## src/rtl/ahb_cmd_master.sv

```systemverilog
// ahb_cmd_master
//   AHB-Lite initiator. Turns a valid/ready command stream into single
//   NONSEQ transfers (HBURST=SINGLE). The address phase (stage A) and the
//   data phase (stage D) are pipelined, so zero-wait slaves see one transfer
//   per cycle. Wait states stall both stages. A two-cycle ERROR response
//   cancels the pipelined follower and reissues it once the error finishes.
//
// Ports
//   HCLK, HRESETn      bus clock, asynchronous active-low reset
//   cmd_valid/ready    command handshake; accepted when both are high
//   cmd_write          1 = write, 0 = read
//   cmd_addr/size      byte address and HSIZE (naturally aligned, <= word)
//   cmd_wdata          write data, already positioned on its byte lanes
//   rsp_valid          one-cycle pulse per accepted command, in order
//   rsp_rdata/err      read data (0 for writes) / ERROR response seen
//   busy               a transfer is in its address or data phase
//   H*                 AHB-Lite initiator signals
module ahb_cmd_master #(
    parameter int ADDR_WIDTH = 32,
    parameter int DATA_WIDTH = 32
) (
    input  logic                  HCLK,
    input  logic                  HRESETn,
    input  logic                  cmd_valid,
    output logic                  cmd_ready,
    input  logic                  cmd_write,
    input  logic [ADDR_WIDTH-1:0] cmd_addr,
    input  logic [2:0]            cmd_size,
    input  logic [DATA_WIDTH-1:0] cmd_wdata,
    output logic                  rsp_valid,
    output logic [DATA_WIDTH-1:0] rsp_rdata,
    output logic                  rsp_err,
    output logic                  busy,
    output logic [ADDR_WIDTH-1:0] HADDR,
    output logic [1:0]            HTRANS,
    output logic                  HWRITE,
    output logic [2:0]            HSIZE,
    output logic [2:0]            HBURST,
    output logic [3:0]            HPROT,
    output logic [DATA_WIDTH-1:0] HWDATA,
    input  logic [DATA_WIDTH-1:0] HRDATA,
    input  logic                  HREADY,
    input  logic [1:0]            HRESP
);

    typedef enum logic [1:0] {
        TRANS_IDLE   = 2'b00,
        TRANS_NONSEQ = 2'b10
    } htrans_e;

    // ST_CANCEL spans the second ERROR cycle: the address phase in A is
    // withdrawn (HTRANS=IDLE) and will be reissued afterwards.
    typedef enum logic {
        ST_RUN,
        ST_CANCEL
    } state_e;

    state_e state, state_nxt;

    logic                  a_valid;
    logic                  a_write;
    logic [ADDR_WIDTH-1:0] a_addr;
    logic [2:0]            a_size;
    logic [DATA_WIDTH-1:0] a_wdata;

    logic                  d_valid;
    logic                  d_write;
    logic [DATA_WIDTH-1:0] hwdata_q;

    logic                  rsp_valid_q;
    logic                  rsp_err_q;
    logic [DATA_WIDTH-1:0] rsp_rdata_q;

    logic cancel;
    logic resp_err;
    logic advance;
    logic complete;
    logic accept;

    always_comb begin
        cancel    = (state == ST_CANCEL);
        resp_err  = (HRESP != 2'b00);
        advance   = HREADY && !cancel;
        complete  = d_valid && HREADY;
        cmd_ready = !a_valid || (HREADY && !cancel && !(d_valid && resp_err));
        accept    = cmd_valid && cmd_ready;
    end

    always_ff @(posedge HCLK or negedge HRESETn) begin
        if (!HRESETn) begin
            state <= ST_RUN;
        end else begin
            state <= state_nxt;
        end
    end

    always_comb begin
        state_nxt = state;
        case (state)
            ST_RUN:    if (d_valid && !HREADY && resp_err) state_nxt = ST_CANCEL;
            ST_CANCEL: if (HREADY) state_nxt = ST_RUN;
            default:   state_nxt = ST_RUN;
        endcase
    end

    // Stage A reloads whenever it moves on or is empty; an empty A accepts a
    // command even while D is stalled, so idle commands land straight in A.
    always_ff @(posedge HCLK or negedge HRESETn) begin
        if (!HRESETn) begin
            a_valid <= 1'b0;
            a_write <= 1'b0;
            a_addr  <= '0;
            a_size  <= '0;
            a_wdata <= '0;
        end else if (advance || !a_valid) begin
            a_valid <= accept;
            if (accept) begin
                a_write <= cmd_write;
                a_addr  <= cmd_addr;
                a_size  <= cmd_size;
                a_wdata <= cmd_wdata;
            end
        end
    end

    // Stage D. During the cancelled ERROR cycle D retires without taking A.
    always_ff @(posedge HCLK or negedge HRESETn) begin
        if (!HRESETn) begin
            d_valid  <= 1'b0;
            d_write  <= 1'b0;
            hwdata_q <= '0;
        end else if (advance) begin
            d_valid <= a_valid;
            d_write <= a_write;
            if (a_valid && a_write) begin
                hwdata_q <= a_wdata;
            end
        end else if (complete) begin
            d_valid <= 1'b0;
        end
    end

    always_ff @(posedge HCLK or negedge HRESETn) begin
        if (!HRESETn) begin
            rsp_valid_q <= 1'b0;
            rsp_err_q   <= 1'b0;
            rsp_rdata_q <= '0;
        end else begin
            rsp_valid_q <= complete;
            rsp_err_q   <= complete && resp_err;
            rsp_rdata_q <= (complete && !d_write) ? HRDATA : '0;
        end
    end

    always_comb begin
        HTRANS    = (a_valid && !cancel) ? TRANS_NONSEQ : TRANS_IDLE;
        HADDR     = a_addr;
        HWRITE    = a_write;
        HSIZE     = a_size;
        HBURST    = 3'b000;
        HPROT     = 4'b0011;
        HWDATA    = hwdata_q;
        rsp_valid = rsp_valid_q;
        rsp_err   = rsp_err_q;
        rsp_rdata = rsp_rdata_q;
        busy      = a_valid || d_valid;
    end

endmodule

```

## config.mk

```make
export PLATFORM = sky130hd
export DESIGN_NAME = ahb_cmd_master
export DESIGN_NICKNAME = d
export VERILOG_FILES = /design/src/rtl/ahb_cmd_master.sv
export SDC_FILE = /design/constraint.sdc
export NUM_CORES = 1
export LEC_CHECK = 0
export CORE_MARGIN = 2
export CORE_UTILIZATION = 32
export CTS_BUF_LIST = sky130_fd_sc_hd__clkbuf_16
export DETAILED_ROUTE_END_ITERATION = 7
export MAX_ROUTING_LAYER = met4
export PLACE_DENSITY_LB_ADDON = 0.25
export SKIP_CTS_REPAIR_TIMING = 1
export SLEW_MARGIN = 5
export SYNTH_ARGS = -nofsm -noshare
export SYNTH_HDL_FRONTEND = slang
export SYNTH_SLANG_ARGS = --single-unit
```

## constraint.sdc

```tcl
create_clock -name HCLK -period 1.7 [get_ports HCLK]
set_clock_uncertainty 0.2 [all_clocks]
set_input_delay 0.34 -clock HCLK [delete_from_list [all_inputs] [get_ports HCLK]]
set_output_delay 0.34 -clock HCLK [all_outputs]
set_load 0.03 [all_outputs]
```

# Word-level counts from Yosys, hierarchy flattened
# Cells that the tools add are included.
[word_totals] regBits=138 input_bits=106 output_inout_bits=113
[classes] n_mux=7 n_bitwise=1 n_reduce_logical=23
[ops] operator="$mux W32" n=1
[ops] operator="$logic_and A1 B1 Y1" n=11
[ops] operator="$logic_not A1 Y1" n=5
[ops] operator="$mux W1" n=4
[ops] operator="$reduce_and A2 Y1" n=2
[ops] operator="$reduce_bool A2 Y1" n=2
[ops] operator="$logic_or A1 B1 Y1" n=3
[ops] operator="$mux W2" n=1
[ops] operator="$pmux W1 S2" n=1
[ops] operator="$not A1 Y1" n=1

# Longest topological paths before layout
[depth] word_depth=7 depth_mapped=5 ltp_nobuf=3

# Worst setup path before layout
# OpenSTA, ideal clock, no wires.
[synth_timing] path_kind="input -> output" startpoint="in HRESP[1]" endpoint="out cmd_ready" t_arrival_ns=1.224 t_required_ns=1.160 path_slack_ns=-0.064 path_stages=2 n_path_buf=0 path_cell_list="o21a_1 > o21ai_0"
[synth_via] elab_chain_cells=5
[synth_rtl] item="start, declared" line="43" source="input logic [1:0] HRESP"
[synth_rtl] item="$reduce_bool A2 Y1" line="82" source="resp_err = (HRESP != 2'b00);"
[synth_rtl] item="$logic_and A1 B1 Y1" line="85" source="cmd_ready = !a_valid || (HREADY && !cancel && !(d_valid && resp_err));"
[synth_rtl] item="$logic_not A1 Y1" line="85"
[synth_rtl] item="$logic_and A1 B1 Y1" line="85"
[synth_rtl] item="$logic_or A1 B1 Y1" line="85"
[synth_rtl] item="end, declared" line="25" source="output logic cmd_ready,"
# No other way between the ends.

# Worst setup path after layout
[layout_timing] startpoint="reg a_valid" endpoint="out HTRANS[1]"
[layout_via] elab_chain_cells=2
[layout_rtl] item="start, declared" line="60" source="logic a_valid;"
[layout_rtl] item="start signal, assigned" line="116" source="a_valid <= accept;"
[layout_rtl] item="$logic_and A1 B1 Y1" line="156" source="HTRANS = (a_valid && !cancel) ? TRANS_NONSEQ : TRANS_IDLE;"
[layout_rtl] item="$mux W2" line="156"
[layout_rtl] item="end, declared" line="35" source="output logic [1:0] HTRANS,"
# No other way between the ends.

==> results.md <==
- Layout Cells excl Fill: 779
- Die width: 130 µm
- Worst Path Max Fanout: 5
- Syn. warnings: 0
- WHS Path Cells: 3
- Fill cells: 1,234
- H-tree levels: 4
- Num ports: 219
- Grt ovf: 0
- Seq/Total Area, Yosys: 0.684
- Crit. End Element: output port
- Area share of the largest cell type after synthesis: 0.684
- Initial Utilization: 0.330
- Final Max Tran Viols: 0
- Post-layout util: 0.569
- Hold Path Class: in -> reg
- Setup ws final: -0.198 ns
- Final worst path period share: 1.12
- Most common library cells after synthesis: 138 x dfrtp_1, 101 x mux2_2, 34 x and2_1, 8 x buf_4, 7 x buf_2
- Status: complete, but fails checks
- Hpwl dp: 8090 µm
- Seq cells post-synth: 138
- Max VDD drop: 0.00112 V
- Area leader, netlist: dfrtp_1
- R2r startpoint: cancel
- Vias/cell: 4.23
- Failing checks: setup timing
- Die Ht: 130 µm
- # port buffers: 210
- Synth Area in Adders: 0
- Asr flop ratio synth: 1.00
- Clk slew on worst S/H paths: 0.05 ns
- Leak: 5.06 nW
- Pwr per Cell Area: 1730 mW/mm²
- Worst Path Required: 1.16 ns
- Die ar.: 0.0168 mm²
- CTS tree: done
- Critical Path Start: a_valid
- Dpl cells: 739
- Layout Nets: 661
- Fin crit period: 1.90 ns
- Core area: 0.0153 mm²
- Post-Synth XOR/XNOR Area: 0
- Total number of vias: 3,299
- Largest family of logic cells by synthesized area: multiplexers
- Cell row count: 45
- Sink Count: 138
- Drt wl/cell: 15.7 µm
- Count of distinct cell types in the synthesized netlist: 20
- Largest net degree at the start of global routing: 41
- Synth Area in Simple Gates: 0.0535
- Tot GR Track Use: 0.145
- CTS Buf Count: 17
- Root buffer cell: clkbuf_16
- Most common cell in the synthesized netlist: dfrtp_1
- Share of cells above drive strength 1: 0.287
- Synth Instances: 314
- Avg Synthesized Cell Area: 16.1 µm²
- Max frequency: 527 MHz
- Initial DRC count: 97
- Drt total wl: 12,300 µm
- Worst-case clock buffer depth: 2
- Antenna diodes: 0
- Kind of critical path: reg -> out
- Number of synthesized flops with an enable pin: 0
- Top FF cell, synth: dfrtp_1
- Syn-to-layout area delta: 72.4%
- # DRC: 0
- Antenna violations before repair: 0
- R2R depth: 5
- Pre-Repair DR Iteration Count: 4
- Skew-Pair Late Insertion Delay: 0.41 ns
- HP Start: HREADY
- Critical Path AT: 1.36 ns
- First-pass GRT wire length: 17,800 µm
- Max Cap Violations: 0
- Startpoint Class: flop
- Multiplexer share of the synthesized area: 0.225
- Final antenna-violating net count: 0
- Final setup violation count: 103
- Vias in the first global route: 3,618
- Final hold violation count: 0
- Synth Cell Area: 0.00505 mm²
- Main area contributors after synthesis: dfrtp_1 68%, mux2_2 23%, and2_1 4.2%
- Final GP Congestion: 0.702
- Compound-Gate Fraction of Synth Area: 0.00743
- RSZ-0062 raised after global routing: yes
==> state kept, by name, summed over array words and instances, names as in the netlist, 3 cells and up <==
register / flops
HADDR: 32
rsp_rdata: 32
HSIZE: 3
HWDATA: 32
a_wdata: 32
==> cells by family (layout without fill, tap and decap cells) <==
family | count (synthesis) | in the layout
buffers and inverters | 22 | 270
AND/OR/NAND/NOR | 46 | 46
AO/OA/AOI/OAI | 5 | 5
flip-flops | 138 | 138
multiplexers | 101 | 101
other | 2 | 8
==> layer usage <==
layer / share of wire / vias up / track usage / routed length, µm
met5: 0 / - / - / 0
met1: 0.44 / 1607 / 0.171 / 5410
met3: 0.084 / 14 / 0.0599 / 1030
li1: - / 1530 / - / -
met2: 0.46 / 148 / 0.220 / 5670
met4: 0.013 / 0 / 0.0601 / 161
==> final timing paths <==
path | end | slack (ns)
max reg2reg | a_wdata[5] | -0.16
max | HTRANS[1] | -0.20
min in group asynchronous | HADDR[11] | 0.22
min | cancel | 0.07
max in group asynchronous | a_wdata[0] | 0.51
min reg2reg | d_write | 0.29
==> power by group <==
part / switching [mW] / internal (mW) / leakage (nW)
sequential: 0.599 / 4.55 / 1.68
clock: 1.30 / 2.25 / 0.291
combinational: 3.13 / 3.25 / 3.08
==> layout by cell type (no fill, tap or decap), types with 3 or more instances in the layout <==
| cell type | Yosys | routed |
|---|---|---|
| and2_1 | 34 | 34 |
| buf_12 | 0 | 10 |
| buf_4 | 8 | 12 |
| buf_6 | 3 | 8 |
| bufinv_16 | 0 | 3 |
| clkbuf_16 | 0 | 19 |
| clkdlybuf4s50_1 | 0 | 101 |
| clkinv_1 | 0 | 4 |
| clkinv_2 | 0 | 3 |
| conb_1 | 2 | 8 |
| dfrtp_1 | 138 | 137 |
| dlymetal6s2s_1 | 0 | 103 |
| inv_1 | 1 | 5 |
| mux2_2 | 101 | 52 |
| mux2_4 | 0 | 49 |
| nand2_1 | 4 | 4 |
| nor2_1 | 3 | 3 |
==> cell type report <==
class	instances	area (µm²)	area share
Multi-Input combinational cell	160	1680	0.193
Sequential cell	138	3450	0.397
Timing Repair Buffer	237	2740	0.315
Clock inverter	15	143	0.0164
Tap cell	211	264	0.0303
Inverter	1	3.75	0.000431
Clock buffer	17	425	0.0489
==> per-stage QoR <==
stage / hold slack [ns] / cell area, µm² / worst slack [ns] / TNS [ns] / total power [mW]
5_1_grt: 0.0652 / 8710 / -0.295 / -14.98 / 15.9
2_1_floorplan: -0.156 / 5070 / -0.0123 / -0.246 / 8.49
3_5_place_dp: 0.0908 / 7560 / -0.490 / -54.28 / 11.3
4_1_cts: -0.361 / 8120 / -0.332 / -36.83 / 14.9
6_report: 0.0682 / 8710 / -0.198 / -9.74 / 15.1
3_3_place_gp: 0.0863 / 7560 / -0.465 / -52.75 / 11.1
==> critical path, cell delays in order (launching register included) <==
cell and delay (ns):
dfrtp_2 0.41, inv_1 0.09, buf_4 0.14, nor2_1 0.12, buf_4 0.19
Power figures use the tool's default switching activity.
